$ cat src/rtl/pixel_scheduler.sv
// Purpose: walks a Mandelbrot pixel grid column-major, dispatches pixels to NCORE cores, reorders counts to scan order.
// Latency: start -> first core_go 1 cycle; in-order head core_done -> t_start 1 cycle.
// Backpressure: at most NCORE pixels in flight beyond the emit pointer; emission waits for t_busy low.
module pixel_scheduler #(
  parameter int NCORE = 4,
  parameter int N_BIT = 16
) (
  input  logic               clk,
  input  logic               rst,
  input  logic               start,
  input  logic [7:0]         cfg_pix_x,
  input  logic [7:0]         cfg_pix_y,
  input  logic [N_BIT-1:0]   cfg_cxs,
  input  logic [N_BIT-1:0]   cfg_cys,
  input  logic [N_BIT-1:0]   cfg_dcx,
  input  logic [N_BIT-1:0]   cfg_dcy,
  output logic               busy,
  output logic               done,
  output logic [NCORE-1:0]   core_go,
  output logic [N_BIT-1:0]   core_cx,
  output logic [N_BIT-1:0]   core_cy,
  input  logic [NCORE-1:0]   core_done,
  input  logic [8*NCORE-1:0] core_count,
  output logic [7:0]         t_data,
  output logic               t_start,
  input  logic               t_busy
);

  localparam int LG = (NCORE > 1) ? $clog2(NCORE) : 1;

  typedef enum logic [1:0] {
    TX_IDLE = 2'd0,
    TX_HOLD = 2'd1,
    TX_WAIT = 2'd2
  } tx_state_t;

  // Frame configuration and scan position
  logic             r_busy;
  logic             r_done;
  logic [7:0]       r_pix_x;
  logic [7:0]       r_pix_y;
  logic [7:0]       r_px;
  logic [7:0]       r_py;
  logic [N_BIT-1:0] r_cys;
  logic [N_BIT-1:0] r_dcx;
  logic [N_BIT-1:0] r_dcy;
  logic [N_BIT-1:0] r_cx;
  logic [N_BIT-1:0] r_cy;
  logic [15:0]      r_total;
  logic [15:0]      r_issued;
  logic [15:0]      r_emitted;
  logic             r_exhausted;

  // Core occupancy, per-core ROB tag, reorder buffer
  logic [NCORE-1:0] r_occ;
  logic [LG-1:0]    r_tag [NCORE];
  logic [7:0]       r_rob [NCORE];
  logic [NCORE-1:0] r_rob_vld;

  tx_state_t        r_tx_state;
  tx_state_t        w_tx_next;

  logic             w_start_ok;
  logic             w_zero_size;
  logic             w_free_any;
  logic [LG-1:0]    w_sel;
  logic             w_dispatch;
  logic [NCORE-1:0] w_go;
  logic [NCORE-1:0] w_accept;
  logic [NCORE-1:0] w_rob_vld_next;
  logic [15:0]      w_outstanding;
  logic [LG-1:0]    w_emit_ptr;
  logic             w_emit;
  logic             w_finish;
  logic             w_py_wrap;
  logic             w_px_last;

  // A start is only taken when idle and not in the done cycle.
  assign w_start_ok    = start && !r_busy && !r_done;
  assign w_zero_size   = (cfg_pix_x == 8'd0) || (cfg_pix_y == 8'd0);
  assign w_outstanding = r_issued - r_emitted;
  assign w_emit_ptr    = r_emitted[LG-1:0];
  assign w_py_wrap     = (r_py == r_pix_y - 8'd1);
  assign w_px_last     = (r_px == r_pix_x - 8'd1);

  // Lowest-index free core; scanning downward lets the lowest index win.
  always_comb begin
    w_free_any = 1'b0;
    w_sel      = '0;
    for (int k = NCORE - 1; k >= 0; k--) begin
      if (!r_occ[k]) begin
        w_free_any = 1'b1;
        w_sel      = LG'(k);
      end
    end
  end

  // Dispatch qualifier and one-hot go vector.
  always_comb begin
    w_dispatch = r_busy && !r_exhausted && (w_outstanding < 16'(NCORE)) && w_free_any;
    w_go       = '0;
    for (int k = 0; k < NCORE; k++) begin
      w_go[k] = w_dispatch && (w_sel == LG'(k));
    end
  end

  // Results from cores that are not occupied (e.g. left over from an aborted frame) are dropped.
  assign w_accept = core_done & r_occ;

  // Emit FSM next-state and send pulse.
  always_comb begin
    w_tx_next = r_tx_state;
    w_emit    = 1'b0;
    case (r_tx_state)
      TX_IDLE: begin
        if (r_rob_vld[w_emit_ptr] && !t_busy) begin
          w_emit    = 1'b1;
          w_tx_next = TX_HOLD;
        end
      end
      // The transmitter raises t_busy one cycle late, so this cycle cannot trust it.
      TX_HOLD: w_tx_next = TX_WAIT;
      TX_WAIT: begin
        if (!t_busy) begin
          w_tx_next = TX_IDLE;
        end
      end
      default: w_tx_next = TX_IDLE;
    endcase
  end

  // Valid bits after this cycle's emission and completions; the two never hit the same slot.
  always_comb begin
    w_rob_vld_next = r_rob_vld;
    if (w_emit) begin
      w_rob_vld_next[w_emit_ptr] = 1'b0;
    end
    for (int k = 0; k < NCORE; k++) begin
      if (w_accept[k]) begin
        w_rob_vld_next[r_tag[k]] = 1'b1;
      end
    end
  end

  assign w_finish = r_busy && (r_emitted == r_total) && (r_tx_state == TX_IDLE);

  assign busy    = r_busy;
  assign done    = r_done;
  assign core_go = w_go;
  assign core_cx = r_cx;
  assign core_cy = r_cy;
  assign t_start = w_emit;
  assign t_data  = r_rob[w_emit_ptr];

  // Frame setup, scan stepping, issue/emit counters and completion.
  always_ff @(posedge clk) begin
    if (rst) begin
      r_busy      <= 1'b0;
      r_done      <= 1'b0;
      r_pix_x     <= '0;
      r_pix_y     <= '0;
      r_px        <= '0;
      r_py        <= '0;
      r_cys       <= '0;
      r_dcx       <= '0;
      r_dcy       <= '0;
      r_cx        <= '0;
      r_cy        <= '0;
      r_total     <= '0;
      r_issued    <= '0;
      r_emitted   <= '0;
      r_exhausted <= 1'b0;
    end else begin
      r_done <= 1'b0;
      if (w_start_ok) begin
        r_pix_x     <= cfg_pix_x;
        r_pix_y     <= cfg_pix_y;
        r_cys       <= cfg_cys;
        r_dcx       <= cfg_dcx;
        r_dcy       <= cfg_dcy;
        r_cx        <= cfg_cxs;
        r_cy        <= cfg_cys;
        r_px        <= '0;
        r_py        <= '0;
        r_issued    <= '0;
        r_emitted   <= '0;
        r_exhausted <= 1'b0;
        r_total     <= 16'(cfg_pix_x) * 16'(cfg_pix_y);
        if (w_zero_size) begin
          r_done <= 1'b1;
        end else begin
          r_busy <= 1'b1;
        end
      end else if (r_busy) begin
        if (w_dispatch) begin
          r_issued <= r_issued + 16'd1;
          // py is the inner loop; coordinates wrap modulo 2^N_BIT.
          if (w_py_wrap) begin
            r_py <= '0;
            r_cy <= r_cys;
            r_px <= r_px + 8'd1;
            r_cx <= r_cx + r_dcx;
            if (w_px_last) begin
              r_exhausted <= 1'b1;
            end
          end else begin
            r_py <= r_py + 8'd1;
            r_cy <= r_cy + r_dcy;
          end
        end
        if (w_emit) begin
          r_emitted <= r_emitted + 16'd1;
        end
        if (w_finish) begin
          r_busy <= 1'b0;
          r_done <= 1'b1;
        end
      end
    end
  end

  // Core occupancy, tag assignment and reorder-buffer writes.
  always_ff @(posedge clk) begin
    if (rst) begin
      r_occ     <= '0;
      r_rob_vld <= '0;
      for (int k = 0; k < NCORE; k++) begin
        r_tag[k] <= '0;
        r_rob[k] <= '0;
      end
    end else begin
      r_occ     <= (r_occ & ~w_accept) | w_go;
      r_rob_vld <= w_rob_vld_next;
      if (w_dispatch) begin
        r_tag[w_sel] <= r_issued[LG-1:0];
      end
      for (int k = 0; k < NCORE; k++) begin
        if (w_accept[k]) begin
          r_rob[r_tag[k]] <= core_count[8*k +: 8];
        end
      end
    end
  end

  // Emit FSM state register.
  always_ff @(posedge clk) begin
    if (rst) begin
      r_tx_state <= TX_IDLE;
    end else begin
      r_tx_state <= w_tx_next;
    end
  end

endmodule
$ cat config.mk
export PLATFORM = sky130hd
export DESIGN_NAME = pixel_scheduler
export DESIGN_NICKNAME = d
export VERILOG_FILES = /design/src/rtl/pixel_scheduler.sv
export SDC_FILE = /design/constraint.sdc
export NUM_CORES = 1
export LEC_CHECK = 0
export ABC_AREA = 1
export CAP_MARGIN = 20
export CORE_ASPECT_RATIO = 1.2
export CORE_MARGIN = 2
export CORE_UTILIZATION = 50
export DETAILED_ROUTE_END_ITERATION = 10
export PLACE_DENSITY = 0.81
export SETUP_SLACK_MARGIN = 0.15
export SKIP_CTS_REPAIR_TIMING = 1
export SYNTH_ARGS = -nofsm -noshare
export SYNTH_HDL_FRONTEND = slang
export SYNTH_SLANG_ARGS = --single-unit
$ cat constraint.sdc
create_clock -name clk -period 6.5 [get_ports clk]
set_input_delay 1.3 -clock clk [delete_from_list [all_inputs] [get_ports clk]]
set_output_delay 1.3 -clock clk [all_outputs]
set_load 0.02 [all_outputs]
Word level (Yosys, flattened, before mapping)

Memory sizes are Yosys's and may differ from the RTL's. A register that Yosys moved wholly into a read port is not among the register bits.
Index checks and enable logic that the tools add are counted.

Flip-flop bits (word level): 173
Bits in writable memories: 40
Input bits: 120
Output and inout bits: 47
Word-level logic and storage cells: 185
Memories kept: 2

Memory list:

| name  | words | width | read ports | clocked after memory_dff | write ports | RTL line | RTL |
|---|---|---|---|---|---|---|---|
| r_rob | 4     | 8     | 1          | 1                        | 4           | 57       | `logic [7:0] r_rob [NCORE];` |
| r_tag | 4     | 2     | 4          | 0                        | 4           | 56       | `logic [LG-1:0] r_tag [NCORE];` |

Add/sub/neg operators: 9
Multiply operators: 1
$lt $le $gt $ge: 11
Equality and inequality tests: 11
Mux-type cells: 81
Bitwise gates (word level): 10
Reduce and logical (&&, ||, !) cells: 42

Operators with widths:

| cell                                                               | number |
|---|---|
| two-way mux 16 bit                                                 | 8 |
| two-way mux 1 bit                                                  | 42 |
| two-way mux 8 bit                                                  | 5 |
| adder 16 x 1 -> 16 bit (second input constant)                     | 2 |
| adder 16 bit                                                       | 2 |
| OR reduction 8 bit                                                 | 4 |
| two-way mux 2 bit                                                  | 14 |
| two-way mux 4 bit                                                  | 5 |
| OR 4 bit                                                           | 5 |
| logical AND 1 bit                                                  | 17 |
| adder 8 x 1 -> 8 bit (second input constant)                       | 2 |
| equality test 16 bit                                               | 1 |
| equality test 8 bit                                                | 2 |
| logical NOT 8 bit                                                  | 2 |
| < comparator 16 x 3 -> 1 bit (second input constant)               | 1 |
| multiplier 8 x 8 -> 16 bit                                         | 1 |
| subtractor 16 bit                                                  | 1 |
| subtractor 8 x 1 -> 8 bit (second input constant)                  | 2 |
| < comparator 2 x 3 -> 1 bit (second input constant)                | 5 |
| AND 4 bit                                                          | 3 |
| demux 1 bit (select 2 bit)                                         | 5 |
| greater-or-equal comparator 2 x 1 -> 1 bit (second input constant) | 5 |
| inverter 4 bit                                                     | 2 |
| AND reduction 2 bit                                                | 4 |
| 12 further kinds                                                   | 25 |

Logic depth before layout (Yosys ltp)

Gate-level depths: netlist of the first run.

Depth in word-level cells: 15
Gate-level depth with buffers: 21
Gate-level depth less buffers: 20

Worst setup path before layout of the first run

Ideal clock, no wire load.

Path kind: input port to flip-flop
Start: input cfg_pix_y[7]
End: register r_total[12]
Library setup time: 0.119 ns
Data arrival time: 5.008 ns
Setup slack: 1.373 ns
Stages on the path: 19
Path buffers: 1
Cell sequence: clkbuf_1 > nand2_1 > fa_1 > fa_1 > inv_1 > fa_1 > inv_1 > fa_1 > inv_1 > ha_1 > a21oi_1 > o21ai_0 > a21oi_1 > nor2_1 > inv_1 > a21oi_1 > a21oi_1 > o21ai_0 > nand2_1

Longest elaborated chain between the ends: 1

Ends and longest elaborated chain:

| element                    | RTL line | RTL |
|---|---|---|
| start, declared            | 12       | `input logic [7:0] cfg_pix_y,` |
| multiplier 8 x 8 -> 16 bit | 188      | `r_total <= 16'(cfg_pix_x) * 16'(cfg_pix_y);` |
| end signal, assigned       | 188      |  |
| end, declared              | 49       | `logic [15:0] r_total;` |

No other way between the ends.
A chain may end at the register's enable or synchronous reset.

Worst setup path after layout of the first run

Start: input cfg_pix_x[2]
End: register r_total[13]

Longest elaborated chain between the ends: 1

Ends and longest elaborated chain:

| element                    | RTL line | RTL |
|---|---|---|
| start, declared            | 11       | `input logic [7:0] cfg_pix_x,` |
| multiplier 8 x 8 -> 16 bit | 188      |  |

No other way between the ends.

==> results.txt, run 1 <==
- The largest single stage delay on the critical path is 0.61 ns.
- The die covers 32,100 µm².
- Net switching is 37.4% of the power.
- Accumulated negative setup slack: 0 ns
- TritonCTS built the clock tree.
- Share of cell area taken by muxes after synthesis: 0%
- After floorplanning, the core was divided into 70 placement rows.
- Cell with the largest stage delay on the worst path: sky130_fd_sc_hd__clkdlybuf4s50_1
* Clock Latency Late Sink: 0.53 ns
* Clock power share: 29.1%
- Once the floorplan was initialized, standard cells occupied 50.6% of the core.
- Critical-path cell list: clkdlybuf4s50_1 > nand2_1 > inv_1 > fa_1 > inv_1 > fa_1 > inv_1 > fa_1 > inv_1 > fa_1 > inv_1 > ha_1 > nand2_1 > o21ai_0 > a31oi_1 > o21ai_0 > a21oi_1 > o21ai_0 > nand2_1
- Count of warnings emitted by yosys: 0
- In this run, flip-flops and latches consume 33.3% of the power.
- Maximum VDD drop: 0.189 mV
- Counting the buffers created by CTS gives 23.
* Placeable Area: 30,300 µm²
- Dividing the detail-routed wire length by the instance count gives 15.7 µm.
- Share of the synthesized netlist area taken by xor and xnor gates: 4.57%
- The run finished with clean final reports.
* Kind of cell adding the most delay to the critical path: adder cells
- After synthesis the netlist holds a flip-flop and latch count of 215.
* P_sw: 0.00181 W
- After global routing the overflow that remains totals 0.
- Number of nets with antenna violations after routing: 0
* Hold wc startpoint: r_cys[12]$_SDFFE_PP0P_
- Routed Wire Length: 42.7 mm
* Pleak: 8.41 nW
- Maximum number of pins on one net before global-route repair: 61
- Vias in the first global route: 14,600
- Area fraction in and, or, nand and nor cells after synthesis: 25.7%
- Yosys mapped a number of flops with a built-in enable equal to 40.
* Hold Path End: r_cys[12]$_SDFFE_PP0P_
* Ratio of cells with drive above 1 in the final layout: 4.82%
- Clock-pin slew was measured on the worst setup and hold paths at 0.06 ns.
- Fraction of registers with async set/reset: 0%
- Count of endpoints failing hold in the final timing report: 0
* Clock Skews: 0.0215 ns
* Remaining design rule violation count: 0
- The smallest clock period supported by the final layout is computed as 5.35 ns.
- Cell seen most often among critical-path stages: sky130_fd_sc_hd__inv_1
- Reg2reg end: core_cy[5]$_SDFFE_PP0P_
- Global routing used 26.1% of the available tracks across all layers.
- Arrival time reported for the critical path endpoint: 5.75 ns
- Setup repair after global routing missed its margin: no
* Number of setup violations in the final report: 0
- Arithmetic-cell share of the synthesized area counting full adders, half adders and majority gates: 12.2%
- Worst-margin pin slew: 0.883 ns
- Largest buffer count on any clock path: 3
- Input and output buffers added on the ports amount to 166.
- Compared with the post-synthesis result, the final layout area differs by 18.0%.
- Mapped cell area: 15,300 µm²
- After legalization and detailed placement, the total HPWL measured 32.3 mm.
- For the worst setup path, the data required time is 6.90 ns.
* Crit Path Max Fanout: 9
- The cell count after synthesis came out at 2,180.
- Dividing total power by cell area gives a power density of 268 nW/µm².
- The worst register-to-register path begins at r_emitted[5]$_SDFFE_PP0P_.
- Maximum operating frequency: 187 MHz
- Counting both buffers and inverters, the worst setup path holds a total of 6.
- Clock net sink count: 215
- Minimum setup slack among reg-to-reg paths: 3.19 ns
* Number of maximum-capacitance violations: 0
* Sort of element at the end of the critical path: flip-flop
- Hold WC Path Type: reg2reg
- Ratio of routed vias to standard cells: 5.53
* Count of nets after finishing: 2,557
* Die X: 164 µm
- The synthesized netlist devotes 16.1% of its cell area to compound gates.
- Max-slew violation count: 0
- Hold path depth: 2
- Combinational family with the most area after synthesis: simple AND/OR/NAND/NOR gates
* Most instantiated flip-flop cell in the synthesis netlist: sky130_fd_sc_hd__dfxtp_1
- Slew HR: 40.7%
- For the worst flop-to-flop path, the logic depth is 17.
- The worst setup path is launched from an input port.
- Fraction of power consumed by combinational cells: 37.7%
- Via count of the routed design: 15,100
- The initial antenna violation count came to 1.
- Floorplan die height: 196 µm
- In the finished design, the share of the clock period the worst path needs comes to 82.3%.
- Number of nets in the synthesized netlist: 2,427
- Summing the sequential cell areas from Yosys gives 30.7% of the chip area.
* Critical path class: in2reg
- For this run, the detailed router's first-pass iteration total came to 6.
- H-tree levels: 1
- The first global-routing pass estimated 69.1 mm of wire.
* Count of different cell masters after synthesis: 53
- Violation count after the first detailed-routing iteration: 1,290
- Power consumption: 0.00485 W
- Final GP Congestion: 0.957
* Buffer type at the clock tree root: sky130_fd_sc_hd__clkbuf_16
- Synthesized area divided by synthesized cell count: 7.04 µm²
- Boundary Pins: 167
- The internal power of the cells totals 0.00304 W.
## worst max path at each step
stage / startpoint / end / slack [ns] / cells past startpoint
after floorplan: cfg_pix_y[7] / r_total[12]$_SDFFE_PP0P_ / 1.37 / 19
final: cfg_pix_x[2] / r_total[13]$_SDFFE_PP0P_ / 1.15 / 19
after global placement: cfg_pix_y[7] / r_total[12]$_SDFFE_PP0P_ / 0.74 / 19
after global routing: cfg_pix_y[6] / r_total[12]$_SDFFE_PP0P_ / 0.88 / 19
after CTS: cfg_pix_x[2] / r_total[13]$_SDFFE_PP0P_ / 1.20 / 19
after detailed placement: cfg_pix_x[2] / r_total[13]$_SDFFE_PP0P_ / 0.67 / 19
## worst min-delay path: cells and delay by family, from the launching register on
family	cells	cell delay, ns
compound gates	1	0.05
simple gates	1	0.06
flops	1	0.31
## power groups by stage
| stage | sequential (W) | combinational [W] | clock (W) |
|---|---|---|---|
| 5_1_grt | 0.00163 | 0.00206 | 0.00147 |
| 2_1_floorplan | 0.00165 | 0.00126 | 0 |
| 6_report | 0.00161 | 0.00183 | 0.00141 |
| 3_5_place_dp | 0.00164 | 0.00180 | 0 |
| 4_1_cts | 0.00161 | 0.00181 | 0.00142 |
| 3_3_place_gp | 0.00163 | 0.00176 | 0 |
## cells by family (layout without fill, tap and decap cells)
family,after synthesis,after routing
flip-flops,215,215
buffers and inverters,429,575
XOR/XNOR,80,80
adder cells (fa/ha/maj),127,127
AO/OA/AOI/OAI,413,413
AND/OR/NAND/NOR,916,916
other,0,1
## sequential cells by signal, summed over array words and instances, names as in the netlist, 4 cells and up, named ones only
| signal | count |
|---|---|
| r_rob_vld | 4 |
| r_py | 8 |
| r_pix_x | 8 |
| r_cys | 16 |
| r_emitted | 16 |
| r_pix_y | 8 |
| r_rob | 32 |
| r_tag | 8 |
| core_cx | 16 |
| r_issued | 16 |
| core_cy | 16 |
| r_dcy | 16 |
| r_total | 16 |
| r_dcx | 16 |
| r_occ | 4 |
| r_px | 8 |
## cell usage in the layout (no fill, tap or decap), types with 37 or more instances in the layout
cell type                         Yosys  routed
sky130_fd_sc_hd__a21oi_1            100     100
sky130_fd_sc_hd__clkdlybuf4s50_1      0     165
sky130_fd_sc_hd__dfxtp_1            175     175
sky130_fd_sc_hd__edfxtp_1            40      40
sky130_fd_sc_hd__fa_1                38      38
sky130_fd_sc_hd__ha_1                89      89
sky130_fd_sc_hd__inv_1              342     341
sky130_fd_sc_hd__nand2_1            481     480
sky130_fd_sc_hd__nand3_1             99      99
sky130_fd_sc_hd__nor2_1             202     201
sky130_fd_sc_hd__nor3_1              39      38
sky130_fd_sc_hd__o211ai_1            40      40
sky130_fd_sc_hd__o21ai_0            141     141
sky130_fd_sc_hd__o22ai_1             37      37
sky130_fd_sc_hd__xor2_1              53      53
## final cells by class
cell class,instances,area (µm²)
clock buffer,30,646
fill,2786,12200
sequential,215,4700
timing repair buffer,173,1730
tap,396,495
antenna,1,2.50
inverter,361,1360
multi-input combinational,1536,9000
clock inverter,11,170
## metal layers
| metal | wire, µm | track usage (%) | vias up |
|---|---|---|---|
| li1 | - | - | 7382 |
| met1 | 17400 | 31.3 | 7012 |
| met2 | 21200 | 47.5 | 562 |
| met3 | 2580 | 2.64 | 111 |
| met4 | 1600 | 9.97 | 0 |
| met5 | 0 | 0 | - |
## through the flow
stage	worst slack (ns)	cells	instance area, µm²	hold slack, ns	util (%)
2_1_floorplan	1.37	2180	15300	0.435	-
3_3_place_gp	0.736	2680	17300	0.446	57.0
3_5_place_dp	0.666	2681	17300	0.452	57.1
4_1_cts	1.20	2722	18100	0.458	59.7
5_1_grt	0.880	2723	18100	0.486	59.8
6_report	1.15	2723	18100	0.463	59.8
## synthesized netlist by cell type, types with 40 or more instances
library cell                 n  area (µm²)
sky130_fd_sc_hd__clkbuf_1   55         206
sky130_fd_sc_hd__a21oi_1   100         500
sky130_fd_sc_hd__nand3_1    99         495
sky130_fd_sc_hd__o211ai_1   40         300
sky130_fd_sc_hd__edfxtp_1   40        1200
sky130_fd_sc_hd__ha_1       89        1110
sky130_fd_sc_hd__nor2_1    202         758
sky130_fd_sc_hd__o21ai_0   141         706
sky130_fd_sc_hd__nand2_1   481        1810
sky130_fd_sc_hd__xor2_1     53         464
sky130_fd_sc_hd__dfxtp_1   175        3500
sky130_fd_sc_hd__inv_1     342        1280
No activity file was read; power rests on OpenSTA's default activity.
==> inputs of run 2 (changes only) <==
==> constraint.sdc (replaced) <==
create_clock -name clk -period 5 [get_ports clk]
set_input_delay 1 -clock clk [delete_from_list [all_inputs] [get_ports clk]]
set_output_delay 1 -clock clk [all_outputs]
set_load 0.02 [all_outputs]
==> run 2 against run 1 <==
The flow now finishes with violations (DRC). Worst hold slack better by 0.0031 ns. Final area is 2.3% higher. Global-route usage is 0.45 points higher. Largest cell class unchanged. First-iteration DRC count is 19% lower. Sequential power is 30% higher. Highest routed layer unchanged.
==> results.txt, run 2 (synthesis gave the netlist of run 1 again) <==
- The run finished, with violations left.
- Failing checks: DRC
* Crit Path Max Fanout: 6
- In this run the critical register-to-register path is launched from r_emitted[1]$_SDFFE_PP0P_.
- Clock Latency Late Sink: 0.53 ns
- Number of filler cells placed in the layout: 2,749
- At the pin with the least slew margin, the transition time is 0.889 ns.
- Maximum number of pins on one net before global-route repair: 61
- Summing all placed instances gives a cell area of 17,700 µm².
- Data required, critical path: 4.00 ns
- Max incr delay on CP: 0.62 ns
- Total Die Area: 32,100 µm²
- In this run the horizontal extent of the chip is 164 µm.
* Post-DP HPWL: 33.1 mm
- TritonCTS built the clock tree.
- Routed Wire Length: 43.4 mm
* Final-layout worst hold slack: 0.466 ns
* Number of detailed-route iterations in the first pass: 8
- The design draws 0.00641 W.
* Ratio of routed vias to standard cells: 5.50
- Cell seen most often among critical-path stages: sky130_fd_sc_hd__nand2_1
- Worst setup slack before clock tree synthesis: -0.432 ns
- STA puts the critical path data arrival time at 3.75 ns.
* Critical-path cell list: inv_1 > ha_1 > nand2_1 > inv_1 > a21oi_1 > nand2_1 > nand2_1 > nand2_1 > a21oi_1 > nand2_1 > nor2_1 > nand4_1 > nor2_4 > nand3_1 > inv_1 > clkdlybuf4s50_1
* Hold path depth: 2
* Row count: 70
- The initial antenna violation count is 1.
- Largest buffer count on any clock path: 3
* Area growth, synth to finish: 20.8%
* Pleak: 8.72 nW
- The largest individual stage delay along the critical path comes from the cell sky130_fd_sc_hd__clkdlybuf4s50_1.
- Sort of element at the end of the critical path: output port
- The cell sitting at the root of the clock tree is a sky130_fd_sc_hd__clkbuf_16.
* Total routing usage reported by global routing: 26.5%
- STA classifies the critical path startpoint as a flip-flop.
- H-tree levels: 1
- Largest register by flop count: r_rob
- Number of maximum-capacitance violations: 0
- Kind of cell adding the most delay to the critical path: simple AND/OR/NAND/NOR gates
* Final GP Congestion: 0.957
* Clock net sink count: 215
- For this run, design rule violations remaining after detail routing come to 1.
* Share of the clock period used by the worst path: 95.0%
- Counting cells, the worst reg-to-reg path comes to 18.
- Initial Util: 50.6%
- Clock transition at path regs: 0.07 ns
- Static timing analysis puts the maximum clock frequency at 211 MHz.
* Ratio of cells with drive above 1 in the final layout: 7.56%
- Most common library cell in the layout ignoring fill and taps: sky130_fd_sc_hd__nand2_1
* Global-route wire length before repair: 70.4 mm
- Slew HR: 40.3%
- P per Cell Area: 346 nW/µm²
- The core region is 30,300 µm².
- Counting buffers and inverters, the worst setup path is 16 cells deep.
* Flip-flop count of the largest register after layout: 32
- The number of hold violations in the final report is 0.
- Pin placement for this block handled 167 I/O pins.
- Critical path class: reg2out
- Vias in the first global route: 15,100
- Hold WC Path Type: reg2reg
- Most frequent cells in the layout: 478 x sky130_fd_sc_hd__nand2_1, 339 x sky130_fd_sc_hd__inv_1, 200 x sky130_fd_sc_hd__nor2_1
- For this block, the initial DRC count from the detailed router was 1,050.
- Input and output buffers added on the ports amount to 166.
- Via count of the routed design: 15,300
- Setup violations remaining at the end of the flow were counted as 0.
- For the final database, setup skew stands at 0.0274 ns.
* Count of nets after finishing: 2,611
* Clock buffer count from CTS: 22
- The die is 196 µm tall.
- Summed over all layers, the global routing overflow is 0.
- Max-slew violation count: 0
* Maximum VDD drop: 0.231 mV
- The count of nets left with antenna violations once routing finished came out at 0.
- Counting I/O delays and the setup requirement, the final critical path takes 4.75 ns.
- Setup slack on the worst reg-to-reg path comes out at 1.74 ns.
* Combined buffer and inverter count along the critical path: 4
- Avg WL per Cell: 15.6 µm
- Setup repair after global routing could not meet its margin everywhere.
* Hold wc startpoint: r_cys[6]$_SDFFE_PP0P_
- With fillers left out, the area of the finished cells amounts to 18,500 µm².
- Once routing completed, OpenROAD measured the worst setup slack at 0.251 ns.
* Worst setup path start: r_emitted[5]$_SDFFE_PP0P_
[run 2: cell count changes in the layout (fill, tap and decap cells not counted), moves of 5 or more]
cell                              delta
sky130_fd_sc_hd__ha_1                -5
sky130_fd_sc_hd__ha_4                +5
sky130_fd_sc_hd__clkdlybuf4s50_1     -9
sky130_fd_sc_hd__dlymetal6s2s_1      +9
sky130_fd_sc_hd__buf_4              +55
[run 2: final timing paths]
kind                                   to
hold / removal      r_cys[6]$_SDFFE_PP0P_
setup reg to reg  core_cy[5]$_SDFFE_PP0P_
hold reg to reg     r_cys[6]$_SDFFE_PP0P_
setup / recovery               core_go[2]
[run 2: per-layer routing]
metal / wire length (µm) / vias to the layer above / GRT usage, %
li1: - / 7484 / -
met1: 17200 / 7042 / 30.6
met5: 0 / - / 0
met2: 21400 / 607 / 48.9
met3: 2770 / 147 / 3.23
met4: 1930 / 0 / 11.0
[run 2: where the power goes]
part | switching, W | total [W] | internal (W)
sequential | 0.000144 | 0.00209 | 0.00195
clock | 0.000697 | 0.00161 | 0.000909
combinational | 0.00161 | 0.00272 | 0.00111
total | 0.00245 | 0.00641 | 0.00397
[run 2: final cells by class]
type | instances | area [µm²] | area share (%)
Sequential cell | 215 | 4710 | 25.4
Tap cell | 396 | 495 | 2.67
Antenna cell | 1 | 2.50 | 0.0135
Inverter | 361 | 1360 | 7.31
Multi-Input combinational cell | 1536 | 9110 | 49.2
Clock inverter | 11 | 92.6 | 0.500
Timing Repair Buffer | 228 | 2160 | 11.6
Clock buffer | 29 | 607 | 3.28
[run 2: tightest hold or removal path: cells and delay by family (launching register included)]
kind / cells / cell delay (ns)
AOI/OAI and AO/OA: 1 / 0.06
buffers and inverters: 1 / 0.05
DFF: 1 / 0.31
[run 2: through the flow]
stage / cells / util, % / TNS, ns
floorplan: 2180 / - / 0
global placement: 2732 / 58.2 / -1.60
detailed placement: 2732 / 58.2 / -2.85
CTS: 2772 / 60.6 / 0
global route: 2777 / 61.1 / 0
finish: 2777 / 61.1 / 0
